### src/rtl/cache_pkg.sv
// Shared cache definitions: line geometry and the refill controller's state encoding.
package cache_pkg;

  localparam int CACHE_LINE_WORDS = 4;
  localparam int WORD_BYTE_BITS   = 2;

  typedef enum logic [1:0] {
    IDLE = 2'd0,
    WB   = 2'd1,
    FILL = 2'd2,
    RESP = 2'd3
  } refill_state_t;

endpackage

### src/rtl/cache_refill_ctrl_line_buffer.sv
// Line assembly buffer: one register per word, asynchronously cleared, written
// one word at a time and presented as a packed line.
module line_buffer #(
  parameter int DATA_WIDTH = 32,
  parameter int LINE_WORDS = 4
) (
  input  logic                             clk,
  input  logic                             rst,
  input  logic                             we,
  input  logic [$clog2(LINE_WORDS)-1:0]    idx,
  input  logic [DATA_WIDTH-1:0]            wdata,
  output logic [LINE_WORDS*DATA_WIDTH-1:0] line_data
);

  logic [DATA_WIDTH-1:0] word_q [LINE_WORDS];
  logic [DATA_WIDTH-1:0] word_d [LINE_WORDS];

  always_comb begin
    for (int i = 0; i < LINE_WORDS; i++) word_d[i] = word_q[i];
    if (we) word_d[idx] = wdata;
  end

  always_ff @(posedge clk or posedge rst) begin
    if (rst) begin
      for (int i = 0; i < LINE_WORDS; i++) word_q[i] <= '0;
    end else begin
      for (int i = 0; i < LINE_WORDS; i++) word_q[i] <= word_d[i];
    end
  end

  always_comb begin
    for (int i = 0; i < LINE_WORDS; i++) line_data[i*DATA_WIDTH +: DATA_WIDTH] = word_q[i];
  end

endmodule

### src/rtl/cache_refill_ctrl.sv
// Cache line refill / write-back controller: optional dirty-victim write-back,
// then a word-by-word line fetch, returned to the cache in a single response pulse.
module cache_refill_ctrl
  import cache_pkg::*;
#(
  parameter int ADDR_WIDTH = 32,
  parameter int DATA_WIDTH = 32,
  parameter int LINE_WORDS = CACHE_LINE_WORDS
) (
  input  logic                             clk,
  input  logic                             rst,
  input  logic                             req_valid,
  output logic                             req_ready,
  input  logic                             req_dirty,
  input  logic                             req_fill,
  input  logic [ADDR_WIDTH-1:0]            req_addr,
  input  logic [ADDR_WIDTH-1:0]            req_victim_addr,
  input  logic [LINE_WORDS*DATA_WIDTH-1:0] req_wdata,
  output logic                             resp_valid,
  output logic [LINE_WORDS*DATA_WIDTH-1:0] resp_rdata,
  output logic                             busy,
  output logic                             mem_req,
  output logic                             mem_we,
  output logic [ADDR_WIDTH-1:0]            mem_addr,
  output logic [DATA_WIDTH-1:0]            mem_wdata,
  input  logic                             mem_ack,
  input  logic [DATA_WIDTH-1:0]            mem_rdata
);

  localparam int BEAT_W = $clog2(LINE_WORDS);
  localparam int OFFS_W = BEAT_W + WORD_BYTE_BITS;
  localparam int LINE_W = LINE_WORDS * DATA_WIDTH;
  localparam logic [BEAT_W-1:0]     LAST_BEAT = BEAT_W'(LINE_WORDS - 1);
  localparam logic [ADDR_WIDTH-1:0] OFFS_MASK = ADDR_WIDTH'((64'd1 << OFFS_W) - 64'd1);

  refill_state_t         state_q, state_d;
  logic [BEAT_W-1:0]     beat_q, beat_d;
  logic                  fill_q, fill_d;
  logic [ADDR_WIDTH-1:0] fill_base_q, fill_base_d;
  logic [ADDR_WIDTH-1:0] victim_base_q, victim_base_d;
  logic [LINE_W-1:0]     wdata_q, wdata_d;
  logic [ADDR_WIDTH-1:0] beat_offs;
  logic [DATA_WIDTH-1:0] victim_word [LINE_WORDS];
  logic                  buf_we;

  // Next-state: beat wraps back to 0 after the last word, ready for the next phase.
  always_comb begin
    state_d       = state_q;
    beat_d        = beat_q;
    fill_d        = fill_q;
    fill_base_d   = fill_base_q;
    victim_base_d = victim_base_q;
    wdata_d       = wdata_q;
    case (state_q)
      IDLE: begin
        if (req_valid) begin
          fill_base_d   = req_addr & ~OFFS_MASK;
          victim_base_d = req_victim_addr & ~OFFS_MASK;
          wdata_d       = req_wdata;
          fill_d        = req_fill;
          beat_d        = '0;
          if (req_dirty)     state_d = WB;
          else if (req_fill) state_d = FILL;
          else               state_d = RESP;
        end
      end
      WB: begin
        if (mem_ack) begin
          beat_d = beat_q + 1'b1;
          if (beat_q == LAST_BEAT) state_d = fill_q ? FILL : RESP;
        end
      end
      FILL: begin
        if (mem_ack) begin
          beat_d = beat_q + 1'b1;
          if (beat_q == LAST_BEAT) state_d = RESP;
        end
      end
      default: state_d = IDLE;
    endcase
  end

  always_ff @(posedge clk or posedge rst) begin
    if (rst) begin
      state_q <= IDLE;
      beat_q  <= '0;
      fill_q  <= 1'b0;
    end else begin
      state_q <= state_d;
      beat_q  <= beat_d;
      fill_q  <= fill_d;
    end
  end

  // Request payload only matters once a request is accepted, so it carries no reset.
  always_ff @(posedge clk) begin
    fill_base_q   <= fill_base_d;
    victim_base_q <= victim_base_d;
    wdata_q       <= wdata_d;
  end

  assign beat_offs = ADDR_WIDTH'({beat_q, {WORD_BYTE_BITS{1'b0}}});

  always_comb begin
    for (int i = 0; i < LINE_WORDS; i++) victim_word[i] = wdata_q[i*DATA_WIDTH +: DATA_WIDTH];
  end

  // Memory outputs decode straight from state so an async reset drops mem_req at once.
  always_comb begin
    mem_req   = 1'b0;
    mem_we    = 1'b0;
    mem_addr  = '0;
    mem_wdata = '0;
    case (state_q)
      WB: begin
        mem_req   = 1'b1;
        mem_we    = 1'b1;
        mem_addr  = victim_base_q + beat_offs;
        mem_wdata = victim_word[beat_q];
      end
      FILL: begin
        mem_req  = 1'b1;
        mem_addr = fill_base_q + beat_offs;
      end
      default: ;
    endcase
  end

  assign buf_we     = (state_q == FILL) && mem_ack;
  assign resp_valid = (state_q == RESP);
  assign busy       = (state_q != IDLE);
  assign req_ready  = (state_q == IDLE);

  line_buffer #(
    .DATA_WIDTH (DATA_WIDTH),
    .LINE_WORDS (LINE_WORDS)
  ) u_line_buffer (
    .clk       (clk),
    .rst       (rst),
    .we        (buf_we),
    .idx       (beat_q),
    .wdata     (mem_rdata),
    .line_data (resp_rdata)
  );

endmodule

### config.mk
export PLATFORM = sky130hd
export DESIGN_NAME = cache_refill_ctrl
export DESIGN_NICKNAME = d
export VERILOG_FILES = /design/src/rtl/cache_pkg.sv /design/src/rtl/cache_refill_ctrl_line_buffer.sv /design/src/rtl/cache_refill_ctrl.sv
export SDC_FILE = /design/constraint.sdc
export NUM_CORES = 1
export LEC_CHECK = 0
export CAP_MARGIN = 20
export CELL_PAD_IN_SITES_DETAIL_PLACEMENT = 1
export CELL_PAD_IN_SITES_GLOBAL_PLACEMENT = 1
export CORE_UTILIZATION = 38
export DETAILED_ROUTE_END_ITERATION = 6
export PLACE_DENSITY_LB_ADDON = 0.1
export RECOVER_POWER = 25
export SYNTH_ARGS = -nofsm -noshare
export SYNTH_HDL_FRONTEND = slang
export SYNTH_SLANG_ARGS = --single-unit
### constraint.sdc
create_clock -name clk -period 15.9 [get_ports clk]
set_input_delay 3.18 -clock clk [delete_from_list [all_inputs] [get_ports clk]]
set_output_delay 3.18 -clock clk [all_outputs]
set_load 0.05 [all_outputs]
Word-level counts from Yosys, hierarchy flattened --
Cells that the tools add are included.
Storage, ports and cells: latch bits 0, memories 0, memory bits (writable) 0, memory bits (read-only) 0, register bits after elaboration 317, input port bits 230
Operators by class: magnitude comparators 2, eq/ne operators 10, bitwise logic cells 1, reductions and logical operators 9, $add $sub $neg 3, $mul 0, shift-type cells 0, mux-type cells 22, div/mod/pow operators 0
Operators with widths (number):
- $bwmux 128 | 1
- $mux 32 | 4
- $add 32x4->32 | 2
- $bmux 32 s2 | 1
- $demux 32 s2 | 1
- $pmux 32 s2 | 1
- $mux 2 | 8
- $ne 2x2->1 const B | 5
- $eq 2x2->1 const B | 3
- $pmux 2 s3 | 1
- $reduce_and 5->1 | 1
- $mux 1 | 4
- $pmux 2 s2 | 1
- $reduce_bool 2->1 | 2
- $ge 3x3->1 const B | 1
- $lt 3x1->1 const B | 1
- $not 2->3 | 1
- $reduce_and 3->1 | 1
- $add 2x1->2 const B | 1
- $eq 2x1->1 const B | 1
- $logic_and 1x1->1 | 2
- $logic_not 2->1 | 1
- $ne 2x1->1 const B | 1
- $reduce_and 2->1 | 1
- $reduce_or 2->1 | 1

Logic depth before layout (Yosys ltp) --
depth in word-level cells 6, depth in mapped cells 7, gate-level depth less buffers 5

Hierarchy --
Synthesis repeated with hierarchy kept, for this count alone.
Second synthesis, totals: cell total of the unflattened synthesis 650, area total of the unflattened synthesis 12176.7 um2
By module, submodules not included:
- cache_refill_ctrl | area each 7428.4 um2, seq. area each 5650.4 um2, instances 1, cells an instance 377
- line_buffer | area each 4748.3 um2, seq. area each 3203.1 um2, instances 1, cells an instance 273

Worst setup path after synthesis --
No wires, ideal clock.
kind in2reg, start point in req_valid, end point reg fill_q, cell stages on the path 2, path buffers 0, slack 7.961 ns, arrival 7.584 ns, required time 15.545 ns, cells stage by stage and2_1 o21ai_0
Between the ends: cells in the longest elaborated chain, start to end 1
Ends and longest elaborated chain:
- start: declaration | line cache_refill_ctrl.sv:12 | input logic req_valid,
- $reduce_and 2->1 (no source line)
- end signal: assignment | line cache_refill_ctrl.sv:91 | fill_q <= fill_d;
- end: declaration | line cache_refill_ctrl.sv:38 | logic fill_q, fill_d;
Every way passes these cells. A chain may end at the register's enable or synchronous reset.

Worst setup path after layout --
start point reg state_q[1], end point out mem_addr[23]
Between the ends: cells in the longest elaborated chain, start to end 2, elaborated cells on any way between the ends 3
Ends and longest elaborated chain:
- start: declaration | line cache_refill_ctrl.sv:36 | refill_state_t state_q, state_d;
- start signal: assignment | line cache_refill_ctrl.sv:89 | state_q <= state_d;
- $eq 2x2->1 or $eq 2x1->1 (tied branches) | line cache_refill_ctrl.sv:114 | case (state_q)
- $pmux 32 s2 (*) | line cache_refill_ctrl.sv:114
- end: declaration | line cache_refill_ctrl.sv:24 | output logic [ADDR_WIDTH-1:0] mem_addr,
Every way passes the cells marked *; elsewhere a longest branch is shown, timed or not.

==> impl_metrics.ini <==
[critical_path]
r2r_start = state_q[0]$_DFFE_PP0P_
cp_max_fo = 53
ff2ff_path_depth = 4
worst-setup-path-type = reg2out
worstSetupStartpointType = register
critical_path_required_ns = 12.72
cp_slowest_cell = clkdlybuf4s50_1
worstPathCellList = inv_1, ha_2, buf_4, a22oi_1, nor2b_1, clkdlybuf4s50_1
path_delay_family = buffers and inverters
endpoint_kind = output port
worstPathArrival_ns = 3.18
worst-path-buf-inv = 3
critPathMaxStageDelay_ns = 0.84
ff2ff_setup_slack_ns = 13.05
timing.rr.end = wdata_q[68]$_DFFE_PP_

[cts]
cts_buffers = 36
holdBufCountCts = 0
cts.path.max_buffers = 3
post_cts_buffers = 0
post_cts_resize_count = 0
worst_setup_hold_path_clk_slew_ns = 0.05
cts_tree = yes
numClockSinks = 317
clk_latency_ns = 0.50
cts-root-buf = clkbuf_16
h-tree-depth = 2

[logic_synthesis]
synth_edf_count = 184
yosys_register_bits = 317
synthMuxAreaShare = 0.179
synth_most_common_cell = edfxtp_1
synth_simple_gate_area_share = 0.0376
async_flop_share = 0.420
synth_ff_type = edfxtp_1
yosysTopAreaCell = edfxtp_1
yosysUniqueCellTypes = 33
synth.yosys.seq_area_share = 0.724
synthTopCellsByArea = edfxtp_1 45%, dfrtp_1 27%, mux2_2 12%
synth_top_area_share = 0.452
avgSynthCellArea_um2 = 18.7
postSynthCellCount = 654
ys_warn_count = 0
synth_compound_gate_area_share = 0.0264
synthTopCellsByCount = 184 x edfxtp_1, 133 x dfrtp_1, 128 x mux2_2
synth_area_um2 = 12200
synth_xor_area_frac = 0
synth_fa_ha_area_frac = 0.0123
synth_top_family_by_area = multiplexers

[min_path]
hold_depth = 1
hold_class = reg2reg
hold_start = u_line_buffer.line_data[113]$_DFFE_PP0P_
holdPathEnd = u_line_buffer.line_data[113]$_DFFE_PP0P_

[timing]
slew_violations = 56
setup_violations = 0
holdWs_ns = 0.500
rsz0062_at_grt = false
max_slew_margin = -0.675
fin_crit_sh = 0.400
tns_ns = 0
finalCriticalPeriod_ns = 6.36
tightest_slew_ns = 2.50
finalHoldViolCount = 0
fin_skew_ns = 0.0106
timing.fmax_mhz = 157

[grt]
grt_overflow = 0
grt_pass1_vias = 8261
groute.usage.overall = 0.198
grt_pass1_wl_mm = 49.1
antenna_found_initial = 16
grt_max_degree = 83

[cells_and_area]
final_layout_size_suffix_gt1_frac = 0.204
fin_util = 0.569
area_growth_pct = 47.2
multi_input_area_um2 = 3150
fill_cells = 2915
fin_nets = 1327
seq_area_um2 = 8850

[outcome]
status = complete, but fails checks
failed_checks = max-capacitance violations, max-slew violations

[pwr]
powerDensity_nw_per_um2 = 220
leakage_nw = 6.82
peakVddDrop_mv = 0.101

[placed_design]
hpwl_mm = 22.9
numPortBuffers = 416
place_congestion = 0.748

[drt]
via_per_inst = 4.87
firstDrtPassIters = 4
wl_mm = 32.3
dr.first_iter.drc_count = 247
drt-wirelength-per-cell_um = 21.2
drc = 0
ant_nets = 0
via_count = 7417

[floorplanning]
fp.dieH_um = 181
core_area_um2 = 31600
die_x_um = 181
die_area_um2 = 32900
initial_core_util = 0.386
ios = 427
rows = 65

[run]
cap_violations = 1
[power by group]
group | internal [mW] | leakage (nW) | switching (mW)
clock network | 0.445 | 0.526 | 0.311
registers | 1.15 | 3.35 | 0.103
logic | 0.709 | 2.94 | 1.23
[cells by family (layout without fill, tap and decap cells)]
group,count (synthesis),in the layout
compound gates,43,43
fa+ha+maj,12,12
buf+inv,45,499
flops,317,317
mux,161,161
other cells,1,15
simple gates,75,75
[stage by stage]
| step | setup WS (ns) | std cells | area [µm²] | total power [mW] |
|---|---|---|---|---|
| 6_report | 9.54 | 1524 | 18000 | 3.95 |
| 5_1_grt | 9.31 | 1521 | 18000 | 4.12 |
| 4_1_cts | 9.42 | 1509 | 17900 | 4.01 |
| 3_5_place_dp | 9.96 | 1447 | 16800 | 3.24 |
| 3_3_place_gp | 9.90 | 1444 | 16800 | 3.19 |
| 2_1_floorplan | 7.96 | 655 | 12200 | 2.56 |
[area by class of cell]
| class | instances | area share |
|---|---|---|
| flip-flops and latches | 317 | 0.492 |
| repair buffers | 429 | 0.242 |
| multi-input cells | 293 | 0.175 |
| clock buffers | 52 | 0.0568 |
| well taps | 402 | 0.0280 |
| clock inverters | 10 | 0.00271 |
| diodes | 13 | 0.00181 |
| inverters | 8 | 0.00174 |
[worst reg2reg max path: cells and delay by family (launching register included)]
kind,cells,cell delay (ns)
adder cells (fa/ha/maj),1,0.33
flip-flops,1,0.43
AND/OR/NAND/NOR,1,0.58
buffers and inverters,2,1.11
[state kept, by name, summed over array words and instances, names as in the netlist]
name / count
u_line_buffer.line_data: 128
wdata_q: 128
fill_base_q: 28
victim_base_q: 28
beat_q: 2
state_q: 2
fill_q: 1
[worst max-delay path by stage]
| stage | startpoint | end | depth (start not counted) |
|---|---|---|---|
| after floorplan | req_valid | fill_q$_DFFE_PP0P_ | 2 |
| after global placement | state_q[0]$_DFFE_PP0P_ | mem_addr[3] | 4 |
| after detailed placement | state_q[1]$_DFFE_PP0P_ | mem_addr[11] | 6 |
| after global routing | state_q[1]$_DFFE_PP0P_ | mem_addr[11] | 6 |
| after CTS | state_q[1]$_DFFE_PP0P_ | mem_addr[24] | 6 |
| final | state_q[1]$_DFFE_PP0P_ | mem_addr[23] | 6 |
[layout by cell type (no fill, tap or decap), types with 2 or more instances in the layout]
master,netlist,layout
ha_1,12,11
clkbuf_1,13,11
clkdlybuf4s50_1,0,231
nor2b_1,30,30
o211a_1,2,2
dlygate4sd3_1,0,185
nand2b_1,3,3
nand3_1,7,3
a21oi_1,2,2
dfrtp_1,133,132
buf_16,0,3
conb_1,1,2
o21ai_0,2,2
a22oi_1,28,28
edfxtp_1,184,184
diode_2,0,13
clkbuf_8,0,4
clkinv_1,0,3
buf_4,2,8
buf_12,2,2
o21bai_1,3,3
clkbuf_16,0,37
and2_1,33,32
mux4_1,4,4
mux2_2,128,128
inv_1,8,7
mux4_2,28,28
nand3_2,0,4
clkinv_2,0,6
[metal layers]
layer	part of all wire	wire length (µm)	vias up	GRT usage
li1	-	-	3354	-
met1	0.36	11600	3722	0.216
met2	0.53	17100	269	0.353
met3	0.076	2460	66	0.0663
met4	0.034	1100	6	0.0763
met5	0.0012	40	-	0
Power figures use the tool's default switching activity.
